**src/rtl/ad100_mem_loader_if.sv**
```systemverilog
// Byte-stream receive and RAM write-port signals shared by the ad100 loader and its host.
// master = byte source / RAM side, slave = loader side.
interface ad100_mem_loader_if #(
  parameter int unsigned ADDR_W = 8
) ();
  logic [7:0]        rx_data;
  logic              rx_valid;
  logic              rx_ready;
  logic              mem_we;
  logic [ADDR_W-1:0] mem_addr;
  logic [31:0]       mem_wdata;

  modport slave (
    input  rx_data, rx_valid,
    output rx_ready, mem_we, mem_addr, mem_wdata
  );

  modport master (
    output rx_data, rx_valid,
    input  rx_ready, mem_we, mem_addr, mem_wdata
  );
endinterface

```
**src/rtl/ad100_mem_loader.sv**
```systemverilog
// ad100 RAM loader: framed byte stream (SYNC, N lo, N hi, 4*N data bytes) -> little-endian word writes.
// Optional trailing XOR checksum byte enabled by defining LOADER_CHECKSUM_EN.
module ad100_mem_loader #(
  parameter int unsigned ADDR_W = 8,
  parameter logic [7:0]  SYNC   = 8'hA5
) (
  input  logic              clk,
  input  logic              rst_n,
  input  logic              reload,
  ad100_mem_loader_if.slave bus,
  output logic              cpu_hold,
  output logic              load_done,
  output logic              load_err
);

  typedef enum logic [2:0] {IDLE, CNT_LO, CNT_HI, DATA, CHK, DONE, ERR} state_t;

`ifdef LOADER_CHECKSUM_EN
  localparam state_t LAST_ST = CHK;
`else
  localparam state_t LAST_ST = DONE;
`endif
  localparam logic [16:0] CAPACITY = 17'(1) << ADDR_W;

  state_t            state_q, state_d;
  logic              rx_ready_q, mem_we_q, cpu_hold_q, load_done_q, load_err_q;
  logic [ADDR_W-1:0] mem_addr_q, word_idx_q;
  logic [31:0]       mem_wdata_q;
  logic [23:0]       wbuf_q;
  logic [1:0]        byte_q;
  logic [7:0]        cnt_lo_q;
  logic [15:0]       rem_q;
  logic [15:0]       count;
  logic              accept;
`ifdef LOADER_CHECKSUM_EN
  logic [7:0]        chk_q;
`endif

  assign accept = bus.rx_valid & rx_ready_q;
  assign count  = {bus.rx_data, cnt_lo_q};

  always_comb begin
    state_d = state_q;
    case (state_q)
      IDLE:   if (accept && bus.rx_data == SYNC) state_d = CNT_LO;
      CNT_LO: if (accept) state_d = CNT_HI;
      CNT_HI: begin
        if (accept) begin
          if (count == 16'd0)                    state_d = LAST_ST;
          else if ({1'b0, count} > CAPACITY)     state_d = ERR;
          else                                   state_d = DATA;
        end
      end
      DATA:   if (accept && byte_q == 2'd3 && rem_q == 16'd1) state_d = LAST_ST;
`ifdef LOADER_CHECKSUM_EN
      CHK:    if (accept) state_d = (bus.rx_data == chk_q) ? DONE : ERR;
`endif
      DONE:   if (reload) state_d = IDLE;
      ERR:    if (reload) state_d = IDLE;
      default: state_d = IDLE;
    endcase
  end

  // Status outputs are decoded from the next state so they change on the same edge as the last write.
  always_ff @(posedge clk or negedge rst_n) begin
    if (!rst_n) begin
      state_q     <= IDLE;
      rx_ready_q  <= 1'b0;
      mem_we_q    <= 1'b0;
      mem_addr_q  <= '0;
      mem_wdata_q <= '0;
      cpu_hold_q  <= 1'b1;
      load_done_q <= 1'b0;
      load_err_q  <= 1'b0;
      word_idx_q  <= '0;
      wbuf_q      <= '0;
      byte_q      <= '0;
      cnt_lo_q    <= '0;
      rem_q       <= '0;
`ifdef LOADER_CHECKSUM_EN
      chk_q       <= '0;
`endif
    end else begin
      state_q     <= state_d;
      rx_ready_q  <= (state_d != DONE) && (state_d != ERR);
      cpu_hold_q  <= (state_d != DONE);
      load_done_q <= (state_d == DONE);
      load_err_q  <= (state_d == ERR);
      mem_we_q    <= 1'b0;
      if (accept) begin
        case (state_q)
          CNT_LO: cnt_lo_q <= bus.rx_data;
          CNT_HI: begin
            rem_q      <= count;
            word_idx_q <= '0;
            byte_q     <= '0;
          end
          DATA: begin
            byte_q <= byte_q + 2'd1;
            if (byte_q == 2'd3) begin
              mem_we_q    <= 1'b1;
              mem_addr_q  <= word_idx_q;
              mem_wdata_q <= {bus.rx_data, wbuf_q};
              rem_q       <= rem_q - 16'd1;
              if (rem_q != 16'd1) word_idx_q <= word_idx_q + ADDR_W'(1);
            end else begin
              wbuf_q <= {bus.rx_data, wbuf_q[23:8]};
            end
          end
          default: ;
        endcase
`ifdef LOADER_CHECKSUM_EN
        if (state_q == IDLE)
          chk_q <= '0;
        else if (state_q == CNT_LO || state_q == CNT_HI || state_q == DATA)
          chk_q <= chk_q ^ bus.rx_data;
`endif
      end
    end
  end

  assign bus.rx_ready  = rx_ready_q;
  assign bus.mem_we    = mem_we_q;
  assign bus.mem_addr  = mem_addr_q;
  assign bus.mem_wdata = mem_wdata_q;
  assign cpu_hold      = cpu_hold_q;
  assign load_done     = load_done_q;
  assign load_err      = load_err_q;

endmodule
```
**src/flat_wrapper.sv**
```systemverilog
// flat-port wrapper written by rule: the top's interface ports become plain ports
module ad100_mem_loader_flat 
#(
  parameter int unsigned ADDR_W = 8,
  parameter logic [7:0]  SYNC   = 8'hA5
)
  (clk, rst_n, reload, cpu_hold, load_done, load_err, bus_rx_data, bus_rx_valid, bus_rx_ready, bus_mem_we, bus_mem_addr, bus_mem_wdata);
  ad100_mem_loader_if #(.ADDR_W(ADDR_W)) bus_i ();
  input  logic clk;
  input  logic rst_n;
  input  logic reload;
  output logic cpu_hold;
  output logic load_done;
  output logic load_err;
  input wire logic [$bits(bus_i.rx_data)-1:0] bus_rx_data;
  input wire logic [$bits(bus_i.rx_valid)-1:0] bus_rx_valid;
  output wire logic [$bits(bus_i.rx_ready)-1:0] bus_rx_ready;
  output wire logic [$bits(bus_i.mem_we)-1:0] bus_mem_we;
  output wire logic [$bits(bus_i.mem_addr)-1:0] bus_mem_addr;
  output wire logic [$bits(bus_i.mem_wdata)-1:0] bus_mem_wdata;
  assign bus_i.rx_data = bus_rx_data;
  assign bus_i.rx_valid = bus_rx_valid;
  assign bus_rx_ready = bus_i.rx_ready;
  assign bus_mem_we = bus_i.mem_we;
  assign bus_mem_addr = bus_i.mem_addr;
  assign bus_mem_wdata = bus_i.mem_wdata;
  ad100_mem_loader #(.ADDR_W(ADDR_W), .SYNC(SYNC)) u_core (.clk(clk), .rst_n(rst_n), .reload(reload), .bus(bus_i), .cpu_hold(cpu_hold), .load_done(load_done), .load_err(load_err));
endmodule
```
**config.mk**
```make
export PLATFORM = sky130hd
export DESIGN_NAME = ad100_mem_loader_flat
export DESIGN_NICKNAME = d
export VERILOG_FILES = /design/src/rtl/ad100_mem_loader_if.sv /design/src/rtl/ad100_mem_loader.sv /design/src/flat_wrapper.sv
export SDC_FILE = /design/constraint.sdc
export NUM_CORES = 1
export LEC_CHECK = 0
export BUFFER_PORTS_ARGS = -buffer_cell sky130_fd_sc_hd__buf_2
export CAP_MARGIN = 0
export CORE_UTILIZATION = 55
export DETAILED_ROUTE_END_ITERATION = 12
export PLACE_DENSITY = 0.76
export SETUP_SLACK_MARGIN = 0.4
export SYNTH_ARGS = -nofsm -noshare
export SYNTH_HDL_FRONTEND = slang
export SYNTH_SLANG_ARGS = --single-unit
```
**constraint.sdc**
```tcl
create_clock -name clk -period 2.31 [get_ports clk]
set_input_delay 0.231 -clock clk [delete_from_list [all_inputs] [get_ports clk]]
set_output_delay 0.231 -clock clk [all_outputs]
set_load 0.03 [all_outputs]
```
# Word level (Yosys, flattened, before mapping)
# Cells that the tools add are included.
# word_totals
elab_cells	65
reg_bits	106
output_inout_bits	45
inputBits	12
# classes
n_mux	17
n_eq_ne	15
n_bitwise	2
n_reduce_logical	14
addsub	3
n_lt_le_gt_ge	1
# ops
cell	count
$pmux 16 s2	1
$mux 3	7
$eq 16x1->1 const B	1
$gt 16x9->1 const B	1
$logic_not 16->1	1
$mux 16	1
$mux 8	2
$ne 16x1->1 const B	1
$pmux 8 s2	1
$sub 16x1->16 const B	1
$pmux 3 s5	1
$eq 3x3->1 const B	4
$reduce_and 3->1	3
$add 8x1->8 const B	1
$eq 8x8->1 const B	1
$eq 3x2->1 const B	2
$ne 3x3->1 const B	2
$logic_and 1x1->1	4
$ne 2x1->1 const B	2
$pmux 2 s2	1
$reduce_and 2->1	2
$reduce_and 4->1	1
$eq 3x1->1 const B	1
$logic_not 3->1	1
other kinds (7)	9

# Logic depth before layout (Yosys ltp)
# Gate-level depths: netlist of the first run.
# logic_depth
depth_word	7
mapped_depth	8

# Worst setup path before layout of the first run
# OpenSTA, ideal clock, no wires.
# synth_path
kind	flip-flop to flip-flop
startpoint	reg u_core.rx_ready_q (netlist: u_core.bus.rx_ready)
endpoint	reg u_core.word_idx_q[5]
n_path_buf	1
arrival_ns	1.728
stages_incl_launch_ff	6
setup_slack_ns	0.505
required_time_ns	2.233
synth_period_minus_slack_ns	1.805
cell_sequence	dfrtp_1 -> nand4b_4 -> or2_0 -> clkbuf_2 -> or4_1 -> a21oi_1
# synth_via
elab_chain_cells	2
# synth_lines
item	line_no	source
start, declared	ad100_mem_loader.sv:26	logic rx_ready_q, mem_we_q, cpu_hold_q, load_done_q, load_err_q;
start signal, assigned	ad100_mem_loader.sv:85	rx_ready_q <= (state_d != DONE) && (state_d != ERR);
$and 1x1->1	ad100_mem_loader.sv:39	assign accept = bus.rx_valid & rx_ready_q;
$reduce_and 4->1 (no source line)	-	
end signal, assigned	ad100_mem_loader.sv:105	if (rem_q != 16'd1) word_idx_q <= word_idx_q + ADDR_W'(1);
end, declared	ad100_mem_loader.sv:27	logic [ADDR_W-1:0] mem_addr_q, word_idx_q;
# Every way passes these cells.
# A chain may end at the register's enable or synchronous reset.

# Worst setup path in the final report of the first run
# layout_path
startpoint	reg u_core.rem_q[2]
endpoint	reg u_core.rem_q[13]
# layout_via
elab_chain_cells	3
# layout_lines
item	line_no	source
start, declared	ad100_mem_loader.sv:32	logic [15:0] rem_q;
start signal, assigned	ad100_mem_loader.sv:94	rem_q <= count;
start signal, assigned	ad100_mem_loader.sv:104	rem_q <= rem_q - 16'd1;
$sub 16x1->16	ad100_mem_loader.sv:104	
$mux 16	ad100_mem_loader.sv:100	if (byte_q == 2'd3) begin
$pmux 16 s2	ad100_mem_loader.sv:91	case (state_q)
# Every way passes these cells. The select of a mux whose other input is x is not followed.

==> impl_metrics.json, run 1 <==
{
  "run_status": "finished, final reports clean",
  "avgSynthCellArea_um2": 12.3,
  "grt_max_degree": 49,
  "required_ns": 2.61,
  "drt_iter0_drc": 154,
  "synth.distinct_cells": 56,
  "start_util": 0.569,
  "synth_cells": 381,
  "r2r_slack_ns": 0.48,
  "netlist_area_um2": 4670,
  "cts_tree": "yes",
  "drc": 0,
  "grt_pass1_vias": 3219,
  "utilization": 0.664,
  "maxSlewHeadroom": 0.684,
  "synthTopCellsByCount": "105 x dfrtp_1, 72 x mux2_2, 26 x nor2_1, 22 x nand2_1, 20 x a21oi_1",
  "crit_path_end": "u_core.rem_q[13]",
  "antenna_found_initial": 0,
  "die_x_um": 94.2,
  "n_antenna_cell": 0,
  "clockBufferDepth": 2,
  "critPathArrivalTime_ns": 2.13,
  "clock_skew_ns": 0.0118,
  "htreeDepth": 3,
  "area_growth_pct": 16.6,
  "gr-total-overflow": 0,
  "fmax_mhz": 546,
  "grt_setup_unrepaired": "true",
  "num_vias": 3244,
  "crit_start": "u_core.rem_q[2]",
  "ys_async_sr_fraction": 1.00,
  "holdCritPathClass": "input port to register",
  "p_leak_nw": 2.71,
  "cts_sinks": 106,
  "detail_route.wl_per_cell_um": 17.2,
  "die_height_um": 94.2,
  "yosysSeqAreaShare": 0.568,
  "max_cap_violations": 0,
  "gp_congestion": 0.827,
  "synth-main-ff-cell": "dfrtp_1",
  "dpl.hpwl_mm": 6.41,
  "r2r-end": "u_core.rem_q[13]",
  "worstSetupStartpointType": "register",
  "grt.total_usage": 0.232,
  "finalCritPeriodShare": 0.792,
  "die-area_um2": 8870,
  "finalSetupViolations": 0,
  "finalNetCount": 461,
  "rows": 33,
  "grt_pass1_wl_mm": 15.7,
  "p_per_area_nw_per_um2": 810,
  "ys_seq_elements": 106,
  "num_io_pins": 57,
  "drive_gt1_frac": 0.420,
  "clk_pin_slew_ns": 0.11,
  "drt.antenna.violating_nets": 0,
  "final.setup.tns_ns": 0,
  "cp_max_fo": 4,
  "max_slew.worst_pin.slew_ns": 0.471,
  "reg2reg_from": "u_core.rem_q[2]",
  "wl_mm": 9.56,
  "hold_viol": 0,
  "rr_worst_depth": 5,
  "cp-end-kind": "register",
  "syn_nets": 397,
  "cts_buffers": 9,
  "netlist_top_cells_area": "dfrtp_1 56%, mux2_2 17%, a21oi_1 2.1%",
  "viasPerCell": 5.85,
  "clkLatencyLatePin_ns": 0.38,
  "synth_edf_count": 0,
  "ir_drop_v": 0.000403,
  "clockRootBuffer": "clkbuf_8",
  "yosysTopAreaCellShare": 0.562,
  "drv_slew": 0,
  "yosysMostFrequentCell": "dfrtp_1",
  "port_buffers": 56,
  "critical_path_class": "register to register",
  "core-area_um2": 8220,
  "yosys.area.top_type": "dfrtp_1",
  "first_pass_iters": 4,
  "final.min_clock_period_ns": 1.83,
  "synth_warnings": 0
}
==> placed cells by master, fill, tap and decap left out, drive strengths merged, types with 2 or more instances in the layout <==
cell       n
o211ai     6
inv        8
mux2      72
nor4       5
ha         4
nand3b     3
o32ai      3
nand2     22
a2bb2oi    3
nand4      6
a22oi      2
dfrtp    105
nand4b     2
xor2       5
clkinv     4
a21oi     21
nor2      27
o22ai      7
or4        5
buf       72
or2        4
and3       2
o21ai     20
clkbuf     9
o2111ai    3
nor3       6
and3b      2
nand2b     2
nand3      5
==> worst min-delay path by stage <==
stage	startpoint	end	slack (ns)	cells past startpoint
after floorplan	rst_n	u_core.bus.mem_addr[0]	-0.06	0
after global placement	rst_n	u_core.bus.mem_addr[5]	0.16	1
after detailed placement	rst_n	u_core.bus.mem_addr[5]	0.16	1
after CTS	bus_rx_data[4]	u_core.wbuf_q[20]	0.16	2
after global routing	bus_rx_data[4]	u_core.cnt_lo_q[4]	0.17	2
final	bus_rx_data[4]	u_core.wbuf_q[20]	0.17	2
==> power by group <==
group | internal, mW | total, mW | switching, mW | leakage (nW)
logic | 0.438 | 1.01 | 0.572 | 1.17
clock network | 0.422 | 1.12 | 0.693 | 0.100
registers | 2.03 | 2.29 | 0.257 | 1.43
total | 2.89 | 4.42 | 1.52 | 2.71
==> cell type report <==
cell class                      count  area [um^2]
Fill cell                         617         2760
Inverter                            5         18.8
Timing Repair Buffer               73          445
Multi-Input combinational cell    250         2010
Clock buffer                        9          124
Sequential cell                   106         2660
Tap cell                          105          131
Clock inverter                      7         70.1
==> repair_timing <==
item,in CTS,in global routing
hold buffers,1,0
resized for setup,6,25
setup endpoints to repair,41,72
setup buffers,4,0
pin swaps,7,4
endpoints found under the hold margin,24,0
==> critical path: stages, from the launching register on <==
cell and delay, ns:
dfrtp_1 0.41, or4_4 0.58, nor4_4 0.27, nand4b_1 0.18
a21oi_1 0.17, a2bb2oi_1 0.16
==> metal layers <==
layer	vias up	global-route usage	wire length, um
met3	20	0.0348	364
met5	-	0	0
met2	88	0.377	4750
li1	1513	-	-
met4	0	0.122	259
met1	1623	0.301	4190
==> stage by stage <==
step / instances / total power, mW / setup slack, ns / area [um^2] / hold slack (ns)
6_report: 555 / 4.42 / 0.479 / 5450 / 0.169
5_1_grt: 555 / 4.64 / 0.354 / 5450 / 0.172
4_1_cts: 555 / 4.34 / 0.337 / 5360 / 0.158
3_5_place_dp: 534 / 3.19 / 0.238 / 5110 / 0.164
3_3_place_gp: 534 / 3.15 / 0.291 / 5110 / 0.160
2_1_floorplan: 381 / 2.88 / 0.505 / 4670 / -0.0646
==> kinds of logic after synthesis <==
group	Yosys count	synth area share
compound gates	70	0.0929
xor+xnor	6	0.0112
fa+ha+maj	4	0.0107
buf+inv	25	0.0225
flops	106	0.568
mux	72	0.173
simple gates	98	0.122
==> registers in the layout (all words and copies together), names as in the netlist, 2 cells and up <==
register	flops
u_core.bus.mem_addr	8
u_core.bus.mem_wdata	32
u_core.byte_q	2
u_core.cnt_lo_q	8
u_core.rem_q	16
u_core.state_q	3
u_core.wbuf_q	24
u_core.word_idx_q	8
Power figures use the tool's default switching activity.
==> run 2: changes to the inputs <==
==> constraint.sdc (replaced) <==
create_clock -name clk -period 1.85 [get_ports clk]
set_input_delay 0.185 -clock clk [delete_from_list [all_inputs] [get_ports clk]]
set_output_delay 0.185 -clock clk [all_outputs]
set_load 0.03 [all_outputs]
==> run 2 against run 1 <==
The run now ends with setup timing left. First-iteration DRC count is 63% higher. Clock skew shrank 0.0013 ns. Clock power grew 37%. Clock-buffer cell count unchanged. Die area is the same.
==> impl_metrics.json, run 2 (synthesis gave the netlist of run 1 again) <==
{
  "gr-total-overflow": 0,
  "dpl.hpwl_mm": 6.96,
  "gp_congestion": 0.868,
  "p_leak_nw": 3.39,
  "multi_input_area_um2": 2540,
  "first_pass_iters": 7,
  "final.fill_count": 378,
  "final.setup.tns_ns": -0.529,
  "grt_setup_unrepaired": "true",
  "grt_max_degree": 46,
  "finalSetupViolations": 9,
  "clkLatencyLatePin_ns": 0.38,
  "layout_commonest_cell": "dfrtp_1",
  "die-area_um2": 8870,
  "cts_sinks": 106,
  "hold_ws_ns": 0.122,
  "drive_gt1_frac": 0.573,
  "p_per_area_nw_per_um2": 944,
  "clk_pin_slew_ns": 0.11,
  "grt.total_usage": 0.307,
  "clockBufferDepth": 2,
  "met2_length_mm": 7.83,
  "max_cap_violations": 0,
  "dp.cells": 548,
  "critical_path_class": "register to register",
  "required_ns": 2.16,
  "finalNetCount": 524,
  "n_antenna_cell": 0,
  "area_growth_pct": 47.0,
  "antenna_found_initial": 0,
  "wl_mm": 15.4,
  "violations": "setup timing",
  "hold_viol": 0,
  "maxSlewHeadroom": 0.579,
  "grt_pass1_vias": 3799,
  "p_total_mw": 6.49,
  "core-area_um2": 8220,
  "wl_met1_mm": 5.74,
  "port_buffers": 56,
  "clockRootBuffer": "clkbuf_8",
  "top_layer_used": "met4",
  "viasPerCell": 6.38,
  "holdCritPathClass": "input port to register",
  "detail_route.wl_per_cell_um": 24.9,
  "htreeDepth": 3,
  "setup_slack_ns": -0.144,
  "run_status": "finished with violations",
  "grt_pass1_wl_mm": 20.3,
  "finalCritPeriodShare": 1.08,
  "drc": 0,
  "cts_tree": "yes",
  "layout_common_cells": "102 x dfrtp_1, 72 x mux2_4, 55 x buf_2, 40 x buf_4, 23 x nor2_1",
  "cp_max_fo": 3,
  "ir_drop_v": 0.000754,
  "drt_iter0_drc": 251,
  "rows": 33,
  "wl_met3_mm": 1.08,
  "start_util": 0.569,
  "critPathArrivalTime_ns": 2.30,
  "worstSetupStartpointType": "register",
  "instances_no_fill": 618,
  "max_slew.worst_pin.slew_ns": 0.632,
  "clock_skew_ns": 0.0105,
  "final.min_clock_period_ns": 1.99,
  "die_height_um": 94.2,
  "fmax_mhz": 502,
  "cts_buffers": 9,
  "largest_reg_flops": 32,
  "num_io_pins": 57,
  "cp-end-kind": "register",
  "regArea_um2": 2660,
  "drt.antenna.violating_nets": 0,
  "num_vias": 3941,
  "die_x_um": 94.2,
  "drv_slew": 0
}
==> run 2: layout make-up <==
class	count	area share
Clock buffer	9	0.0180
Clock inverter	7	0.0127
Inverter	5	0.00492
Multi-Input combinational cell	251	0.370
Sequential cell	106	0.387
Tap cell	105	0.0191
Timing Repair Buffer	135	0.189
==> run 2: worst paths after layout <==
| check | start | to | slack, ns | cells after the start |
|---|---|---|---|---|
| setup / recovery | u_core.rem_q[0] | u_core.cpu_hold | -0.14 | 8 |
| hold / removal | bus_rx_data[6] | u_core.wbuf_q[22] | 0.12 | 2 |
| setup reg to reg | u_core.rem_q[0] | u_core.cpu_hold | -0.14 | 8 |
| hold reg to reg | u_core.bus.mem_wdata[2] | u_core.bus.mem_wdata[2] | 0.51 | 1 |
| max in group asynchronous | rst_n | u_core.rem_q[3] | 0.85 | 3 |
| min in group asynchronous | rst_n | u_core.state_q[2] | 0.36 | 2 |
==> run 2: power breakdown <==
part / internal (mW) / switching, mW
logic: 0.966 / 1.15
registers: 2.54 / 0.301
clock network: 0.652 / 0.880
==> run 2: per-stage QoR <==
step	setup WS (ns)	util	instance area, um^2
2_1_floorplan	0.111	-	4890
3_3_place_gp	0.000502	0.659	5410
3_5_place_dp	-0.0694	0.659	5410
4_1_cts	-0.0629	0.781	6410
5_1_grt	-0.170	0.836	6870
6_report	-0.144	0.836	6870
==> run 2: routing by layer <==
layer,vias up,global-route usage
li1,1646,-
met1,1963,0.383
met2,256,0.511
met3,76,0.0728
met4,0,0.123
met5,-,0
==> run 2: repair_timing <==
item / 4_1_cts / 5_1_grt
cloned: 9 / 2
pin swaps: 16 / 33
resized for setup: 87 / 68
setup buffers: 28 / 14
hold endpoints to repair: 42 / 0
setup endpoints to repair: 103 / 103
hold buffers: 1 / 0
==> run 2: critical path, cell delays in order (launching register included) <==
cell and delay, ns:
dfrtp_1 0.39, buf_4 0.16, ha_4 0.14, nor4b_4 0.25
nand4_2 0.19, buf_6 0.18, o21ai_1 0.15, o211ai_1 0.18
or2_1 0.28
